**src/rtl/traffic_light_monitor.sv**
```systemverilog
// Lamp-side safety monitor for a four-head intersection: validates lamp codes,
// sequencing, yellow/green durations and green conflicts, latching a fault that forces all heads red.
module traffic_light_monitor #(
    parameter int MAX_GREENS    = 1,
    parameter int MIN_YELLOW    = 2,
    parameter int MAX_GREEN_SMP = 200,
    parameter int CNT_W         = 8
) (
    input  logic             clk,
    input  logic             rst,
    input  logic             sample_en,
    input  logic             attention,
    input  logic [3:0][0:2]  ltfs,
    input  logic             clear,
    output logic [3:0]       force_reds,
    output logic             fault,
    output logic [2:0]       fault_code,
    output logic [1:0]       fault_head
);

    typedef enum logic [1:0] {S_INIT, S_RUN, S_FAULT} state_t;

    // Lamp codes as {red, yellow, green}
    localparam logic [2:0] L_RED = 3'b100;
    localparam logic [2:0] L_YEL = 3'b010;
    localparam logic [2:0] L_GRN = 3'b001;
    localparam logic [2:0] L_OFF = 3'b000;

    localparam logic [CNT_W-1:0] MIN_Y_CNT   = CNT_W'(MIN_YELLOW);
    localparam logic [CNT_W-1:0] MAX_G_CNT   = CNT_W'(MAX_GREEN_SMP);
    localparam logic [2:0]       MAX_G_HEADS = 3'(MAX_GREENS);

    state_t                 state_reg;
    logic [3:0][2:0]        prev_reg;
    logic [3:0][CNT_W-1:0]  ycnt_reg;
    logic [3:0][CNT_W-1:0]  gcnt_reg;
    logic [3:0][CNT_W-1:0]  ycnt_next;
    logic [3:0][CNT_W-1:0]  gcnt_next;
    logic                   att_prev_reg;
    logic                   fault_reg;
    logic [2:0]             code_reg;
    logic [1:0]             head_reg;

    logic [3:0] green_vec;
    logic [3:0] code_bad;
    logic [3:0] trans_bad;
    logic [3:0] short_bad;
    logic [3:0] tmo_bad;
    logic       seq_check;
    logic [2:0] n_green;
    logic       conflict;
    logic [2:0] viol_code;
    logic [1:0] viol_head;

    function automatic logic [CNT_W-1:0] sat_inc(input logic [CNT_W-1:0] cnt);
        return (cnt == {CNT_W{1'b1}}) ? cnt : cnt + 1'b1;
    endfunction

    function automatic logic [1:0] lowest(input logic [3:0] v);
        logic [1:0] r;
        r = 2'd0;
        for (int i = 3; i >= 0; i--) begin
            if (v[i]) r = 2'(i);
        end
        return r;
    endfunction

    // Sequence checks are suppressed in attention mode and on the first sample leaving it
    assign seq_check = (state_reg == S_RUN) && !attention && !att_prev_reg;

    for (genvar gi = 0; gi < 4; gi++) begin : g_head
        logic [2:0] cur;
        logic [2:0] prv;
        logic       trans_ok;

        assign cur = ltfs[gi];
        assign prv = prev_reg[gi];

        // Any lit green filament counts toward a conflict, even inside an illegal code
        assign green_vec[gi] = cur[0];
        assign code_bad[gi]  = attention ? !(cur == L_OFF || cur == L_YEL)
                                         : !(cur == L_RED || cur == L_YEL || cur == L_GRN);

        assign trans_ok = (cur == prv)
                       || (prv == L_RED && cur == L_GRN)
                       || (prv == L_GRN && cur == L_YEL)
                       || (prv == L_YEL && cur == L_RED);

        assign trans_bad[gi] = seq_check && !trans_ok;
        assign short_bad[gi] = seq_check && (prv == L_YEL) && (cur == L_RED)
                            && (ycnt_reg[gi] < MIN_Y_CNT);

        assign ycnt_next[gi] = (!attention && cur == L_YEL) ? sat_inc(ycnt_reg[gi]) : '0;
        assign gcnt_next[gi] = (!attention && cur == L_GRN) ? sat_inc(gcnt_reg[gi]) : '0;
        assign tmo_bad[gi]   = (state_reg == S_RUN) && (gcnt_next[gi] != '0)
                            && (gcnt_next[gi] >= MAX_G_CNT);
    end

    always_comb begin
        n_green = 3'd0;
        for (int i = 0; i < 4; i++) begin
            n_green = n_green + {2'b00, green_vec[i]};
        end
        conflict = (n_green > MAX_G_HEADS);
    end

    // Lowest code wins; outside RUN only conflict and code violations can be nonzero
    always_comb begin
        viol_code = 3'd0;
        viol_head = 2'd0;
        if (conflict) begin
            viol_code = 3'd1;
            viol_head = lowest(green_vec);
        end else if (|code_bad) begin
            viol_code = 3'd2;
            viol_head = lowest(code_bad);
        end else if (|trans_bad) begin
            viol_code = 3'd3;
            viol_head = lowest(trans_bad);
        end else if (|short_bad) begin
            viol_code = 3'd4;
            viol_head = lowest(short_bad);
        end else if (|tmo_bad) begin
            viol_code = 3'd5;
            viol_head = lowest(tmo_bad);
        end
    end

    always_ff @(posedge clk or posedge rst) begin
        if (rst) begin
            state_reg    <= S_INIT;
            prev_reg     <= '0;
            ycnt_reg     <= '0;
            gcnt_reg     <= '0;
            att_prev_reg <= 1'b0;
            fault_reg    <= 1'b0;
            code_reg     <= 3'd0;
            head_reg     <= 2'd0;
        end else if (sample_en) begin
            prev_reg     <= ltfs;
            att_prev_reg <= attention;
            case (state_reg)
                S_INIT: begin
                    ycnt_reg <= '0;
                    gcnt_reg <= '0;
                    if (viol_code != 3'd0) begin
                        state_reg <= S_FAULT;
                        fault_reg <= 1'b1;
                        code_reg  <= viol_code;
                        head_reg  <= viol_head;
                    end else begin
                        state_reg <= S_RUN;
                    end
                end
                S_RUN: begin
                    if (viol_code != 3'd0) begin
                        state_reg <= S_FAULT;
                        fault_reg <= 1'b1;
                        code_reg  <= viol_code;
                        head_reg  <= viol_head;
                        ycnt_reg  <= '0;
                        gcnt_reg  <= '0;
                    end else begin
                        ycnt_reg <= ycnt_next;
                        gcnt_reg <= gcnt_next;
                    end
                end
                S_FAULT: begin
                    ycnt_reg <= '0;
                    gcnt_reg <= '0;
                    if (clear && viol_code == 3'd0) begin
                        state_reg <= S_INIT;
                        fault_reg <= 1'b0;
                        code_reg  <= 3'd0;
                        head_reg  <= 2'd0;
                    end
                end
                default: state_reg <= S_INIT;
            endcase
        end
    end

    assign fault      = fault_reg;
    assign fault_code = code_reg;
    assign fault_head = head_reg;
    assign force_reds = {4{fault_reg}};

endmodule

```
**config.mk**
```make
export PLATFORM = sky130hd
export DESIGN_NAME = traffic_light_monitor
export DESIGN_NICKNAME = d
export VERILOG_FILES = /design/src/rtl/traffic_light_monitor.sv
export SDC_FILE = /design/constraint.sdc
export NUM_CORES = 1
export LEC_CHECK = 0
export CAP_MARGIN = 10
export CORE_UTILIZATION = 55
export DETAILED_ROUTE_END_ITERATION = 16
export HOLD_SLACK_MARGIN = 0.06
export PLACE_DENSITY = 0.83
export SLEW_MARGIN = 20
export SYNTH_ARGS = -nofsm -noshare
export SYNTH_HDL_FRONTEND = slang
export SYNTH_SLANG_ARGS = --single-unit
```
**constraint.sdc**
```tcl
create_clock -name clk -period 6.1 [get_ports clk]
set_clock_uncertainty 0.05 [all_clocks]
set_input_delay 1.22 -clock clk [delete_from_list [all_inputs] [get_ports clk]]
set_output_delay 1.22 -clock clk [all_outputs]
set_load 0.01 [all_outputs]
```
Word-level counts from Yosys, hierarchy flattened:

Cells that the tools add are included.

* register bits after elaboration: 85
* bits of input ports: 17
* output and inout bits: 10
* logic and storage cells: 259

* add/subtract/negate cells: 11
* magnitude comparators: 9
* eq/ne operators: 45
* multiplexer cells: 66
* reduce and logical (&&, ||, !) cells: 111

Operators by type and width (count)
* 8-bit 2-to-1 mux: 16
* 32-bit one-hot mux with 2 select lines: 2
* 8-bit by 1-bit adder with 8-bit output (second input constant): 8
* 8-bit equality test (second input constant): 8
* 32-bit 2-to-1 mux: 2
* 2-bit 2-to-1 mux: 29
* 1-bit logical AND: 47
* 8-bit greater-or-equal comparator (second input constant): 4
* 8-bit by 2-bit less-than comparator with 1-bit output (second input constant): 4
* 8-bit nonzero test: 4
* 3-bit by 1-bit equality test with 1-bit output (second input constant): 8
* 3-bit by 2-bit equality test with 1-bit output (second input constant): 8
* 3-bit equality test (second input constant): 8
* 1-bit logical OR: 24
* 3-bit 2-to-1 mux: 7
* 4-bit by 3-bit != test with 1-bit output (second input constant): 4
* 4-bit OR reduction: 4
* 3-bit logical NOT: 5
* 3-bit AND reduction: 5
* 1-bit logical NOT: 14
* 3-bit equality test: 4
* 1-bit 2-to-1 mux: 6
* 2-bit one-hot mux with 3 select lines: 1
* 3-bit one-hot mux with 2 select lines: 1
* other kinds (16): 19

Depth between registers and ports, before layout:

* word-level depth: 17
* depth in mapped cells: 12
* gate-level depth less buffers: 9

Worst setup path before layout:

Ideal clock, no wire load.

* path kind: in2reg
* start: input port ltfs[9] in the netlist's numbering
* end: register ycnt_reg[30] in the netlist's numbering
* library setup time: 0.078 ns
* arrival time: 3.993 ns
* required time: 5.972 ns
* path slack: 1.980 ns
* stages: 10
* buffers on the path: 2
* cells stage by stage: clkbuf_1 > inv_1 > fa_1 > o21ai_0 > nor4b_1 > or4b_4 > buf_6 > or3_1 > or3_1 > a21oi_1

* word-level cells in the longest chain between the ends: 15
* elaborated cells between the ends (all ways): 45
* those cells by class: add/sub: 1; order compare: 2; eq/ne: 5; mux: 10; reduce/logical: 27

Ends and longest elaborated chain
* start: declaration: line 13 `input logic [3:0][0:2] ltfs,`
* parallel branches: the longest is 15 deep, another holds 8-bit greater-or-equal comparator
* end signal: assignment: line 164 `ycnt_reg <= ycnt_next;`
* end: declaration: line 35 `logic [3:0][CNT_W-1:0] ycnt_reg;`

Several ways; the timed one is not identified.
A chain may end at the register's enable or synchronous reset.

Worst setup path after layout:

* start: input port ltfs[0] in the netlist's numbering
* end: register ycnt_reg[14] in the netlist's numbering

* word-level cells in the longest chain between the ends: 15
* elaborated cells between the ends (all ways): 45
* those cells by class: add/sub: 3; order compare: 2; eq/ne: 5; mux: 9; reduce/logical: 26

Ends and longest elaborated chain
* parallel branches: the longest is 11 deep, another holds 8-bit greater-or-equal comparator
* 3-bit 2-to-1 mux *: line 111 `if (conflict) begin`
* 3-bit nonzero test *: line 156 `if (viol_code != 3'd0) begin`
* 4-bit by 3-bit != test with 1-bit output (no line) / 32-bit 2-to-1 mux (equally long branches)
* 3-bit AND reduction (no line) / 32-bit one-hot mux with 2 select lines (equally long branches)

Mark *: on every way between the ends.

==> results.cfg <==
[outcome]
outcome = finished clean

[placed_design]
pre_cts_ws_ps = 1120
gp_congestion = 1.00
hpwl_um = 10600
port-buffer-count = 26

[detailed_routing]
drc = 0
ant_nets = 0
drt-initial-drc-count = 482
routed_wl_um = 14600
wire_per_inst_um = 18.1
vias = 5358
vias_per_cell = 6.66
drt_pass1_iterations = 7

[clock_tree]
cts_setup_buffers = 0
cts_buffers = 9
htree_levels = 3
clock_latency_ps = 370
clockBufferDepth = 2
cts_tree = built
hold_buffers = 0
cts_resized = 0
cts-root-buf = clkbuf_8
clk_pin_slew_worst_paths_ps = 80
clock-sinks = 85

[critical_path]
worstPathArrival_ps = 4880
worstSetupStartpoint = ltfs[0]
critPathMaxFanout = 22
crit_type = primary input to flop
r2r_slack_ps = 2670
crit_path_end_kind = flop
start_kind = primary input
crit-reg2reg-launch = gcnt_reg[24]
required_ps = 6340
reg2reg_depth = 9

[logic_synthesis]
yosys.area.top_type_share = 0.375
synth_xor_xnor_area_share = 0.0247
yosysUniqueCellTypes = 75
ys_seq_area_frac = 0.375
synth_area_um2 = 5670
syn_nets = 687
netlist_instances = 661
async_reset_ff_frac = 1.00
synth_mux_area_frac = 0.0311
synth_edf_count = 0
synth-seq-cells = 85
synth_simple_gate_area_frac = 0.311
synth_compound_area_frac = 0.195
synth_top_cell_by_area = dfrtp_1
synth_top_cells_by_area = dfrtp_1, o21ai_0, nand2_1, nand3_1, nand4_1
synth_fa_ha_area_frac = 0.0212
syn-mean-instance-area_um2 = 8.58
yosys_most_used_dff = dfrtp_1
synth_top_family_by_area = simple AND/OR/NAND/NOR gates
ys_warn_count = 0

[global_route]
track_usage = 0.284
grt_pass1_wl_um = 24800
grt_pass1_vias = 5100
antenna_found_initial = 0
grt_overflow_total = 0
grt_start_max_net_pins = 55

[cells_and_area]
final_net_count = 693
final_common_cell = dfrtp_1
area_growth_pct = 8.36
multiInputGateArea_um2 = 3310
antenna_cells = 0
fill_cells = 816
register_area_um2 = 2130
drive_above_1_share = 0.0878
most-common-layout-cells = dfrtp_1, nand2_1, o21ai_0, nand3_1, nor2_1

[die]
rows = 36
ios = 27
core_area_um2 = 9860
dieWidth_um = 104
die_y_um = 104
initial_core_util = 0.575
dieArea_um2 = 10700

[power_and_ir_drop]
leakage_nw = 2.28
p_total_mw = 1.08
vdd_drop_max_mv = 0.0948
p_per_area_nw_per_um2 = 176

[timing]
hold_viol_final = 0
setup_tns_ps = 0
drv_slew = 0
fmax_mhz = 215
finalCritPeriodShare = 0.761
setup_viol = 0
worstMarginPinSlew_ps = 925
relSlewSlack = 0.378
timing.final.crit_period_ps = 4640
rsz0062_at_grt = no
layout_setup_ws_ps = 1460

[hold_path]
hold_class = flop to flop
hold_start = gcnt_reg[17]
min_path_cells = 2

[job]
maxCapViolations = 0
## per-layer routing
metal | global-route usage | wire length [µm] | up-vias
li1 | - | - | 2516
met1 | 0.392 | 6380 | 2588
met2 | 0.448 | 6970 | 224
met3 | 0.0308 | 860 | 30
met4 | 0.133 | 383 | 0
met5 | 0 | 0 | -
## per-stage QoR
stage               hold WS, ps  instance area (µm²)  std cells  utilization
CTS                         467                 6150        805        0.623
floorplan                   409                 5670        661            -
global placement            422                 5970        789        0.605
global route                489                 6150        805        0.623
finish                      461                 6150        805        0.623
detailed placement          449                 5970        789        0.605
## Yosys cell counts, types with 10 or more instances
library cell	n
and3_1	14
inv_1	14
clkbuf_1	21
nand4_1	24
xnor2_1	14
nor4_1	12
dfrtp_1	85
o21ai_0	67
a21oi_1	23
mux2_2	13
nand2_1	72
nor2_1	34
nand3_1	46
buf_2	10
o211ai_1	11
nor4bb_1	11
nand2b_1	12
nor3_1	24
a31oi_1	18
## worst max-delay path: stages
cell             delay [ps]
clkdlybuf4s50_1         680
inv_1                   190
fa_1                    580
o21ai_0                 150
nor4b_1                 410
or4b_4                  670
nor4_2                  580
o21ai_0                 220
a21oi_1                 170
## layout make-up
cell class | count | share of cell area
Clock buffer | 11 | 0.0246
Clock inverter | 5 | 0.00407
Inverter | 14 | 0.00875
Multi-Input combinational cell | 524 | 0.539
Sequential cell | 85 | 0.346
Tap cell | 133 | 0.0271
Timing Repair Buffer | 33 | 0.0509
## kinds of logic (layout without fill, tap and decap cells)
logic type / after synthesis / after routing
XOR/XNOR: 16 / 16
buffers and inverters: 52 / 63
AO/OA/AOI/OAI: 173 / 173
AND/OR/NAND/NOR: 310 / 310
multiplexers: 16 / 16
adder cells (fa/ha/maj): 9 / 9
flip-flops: 85 / 85
## power by group
part	total, mW	internal, mW	switching [mW]	leakage [nW]
clock	0.370	0.167	0.204	0.0986
sequential	0.590	0.575	0.0150	1.15
combinational	0.123	0.0529	0.0699	1.04
## final timing paths
kind | to
worst min-delay path | gcnt_reg[17]
worst max-delay path | ycnt_reg[14]
min in group asynchronous | ycnt_reg[17]
worst max register to register | ycnt_reg[14]
worst min register to register | gcnt_reg[17]
max in group asynchronous | ycnt_reg[15]
Note: power is estimated with default switching activity, not from simulation.
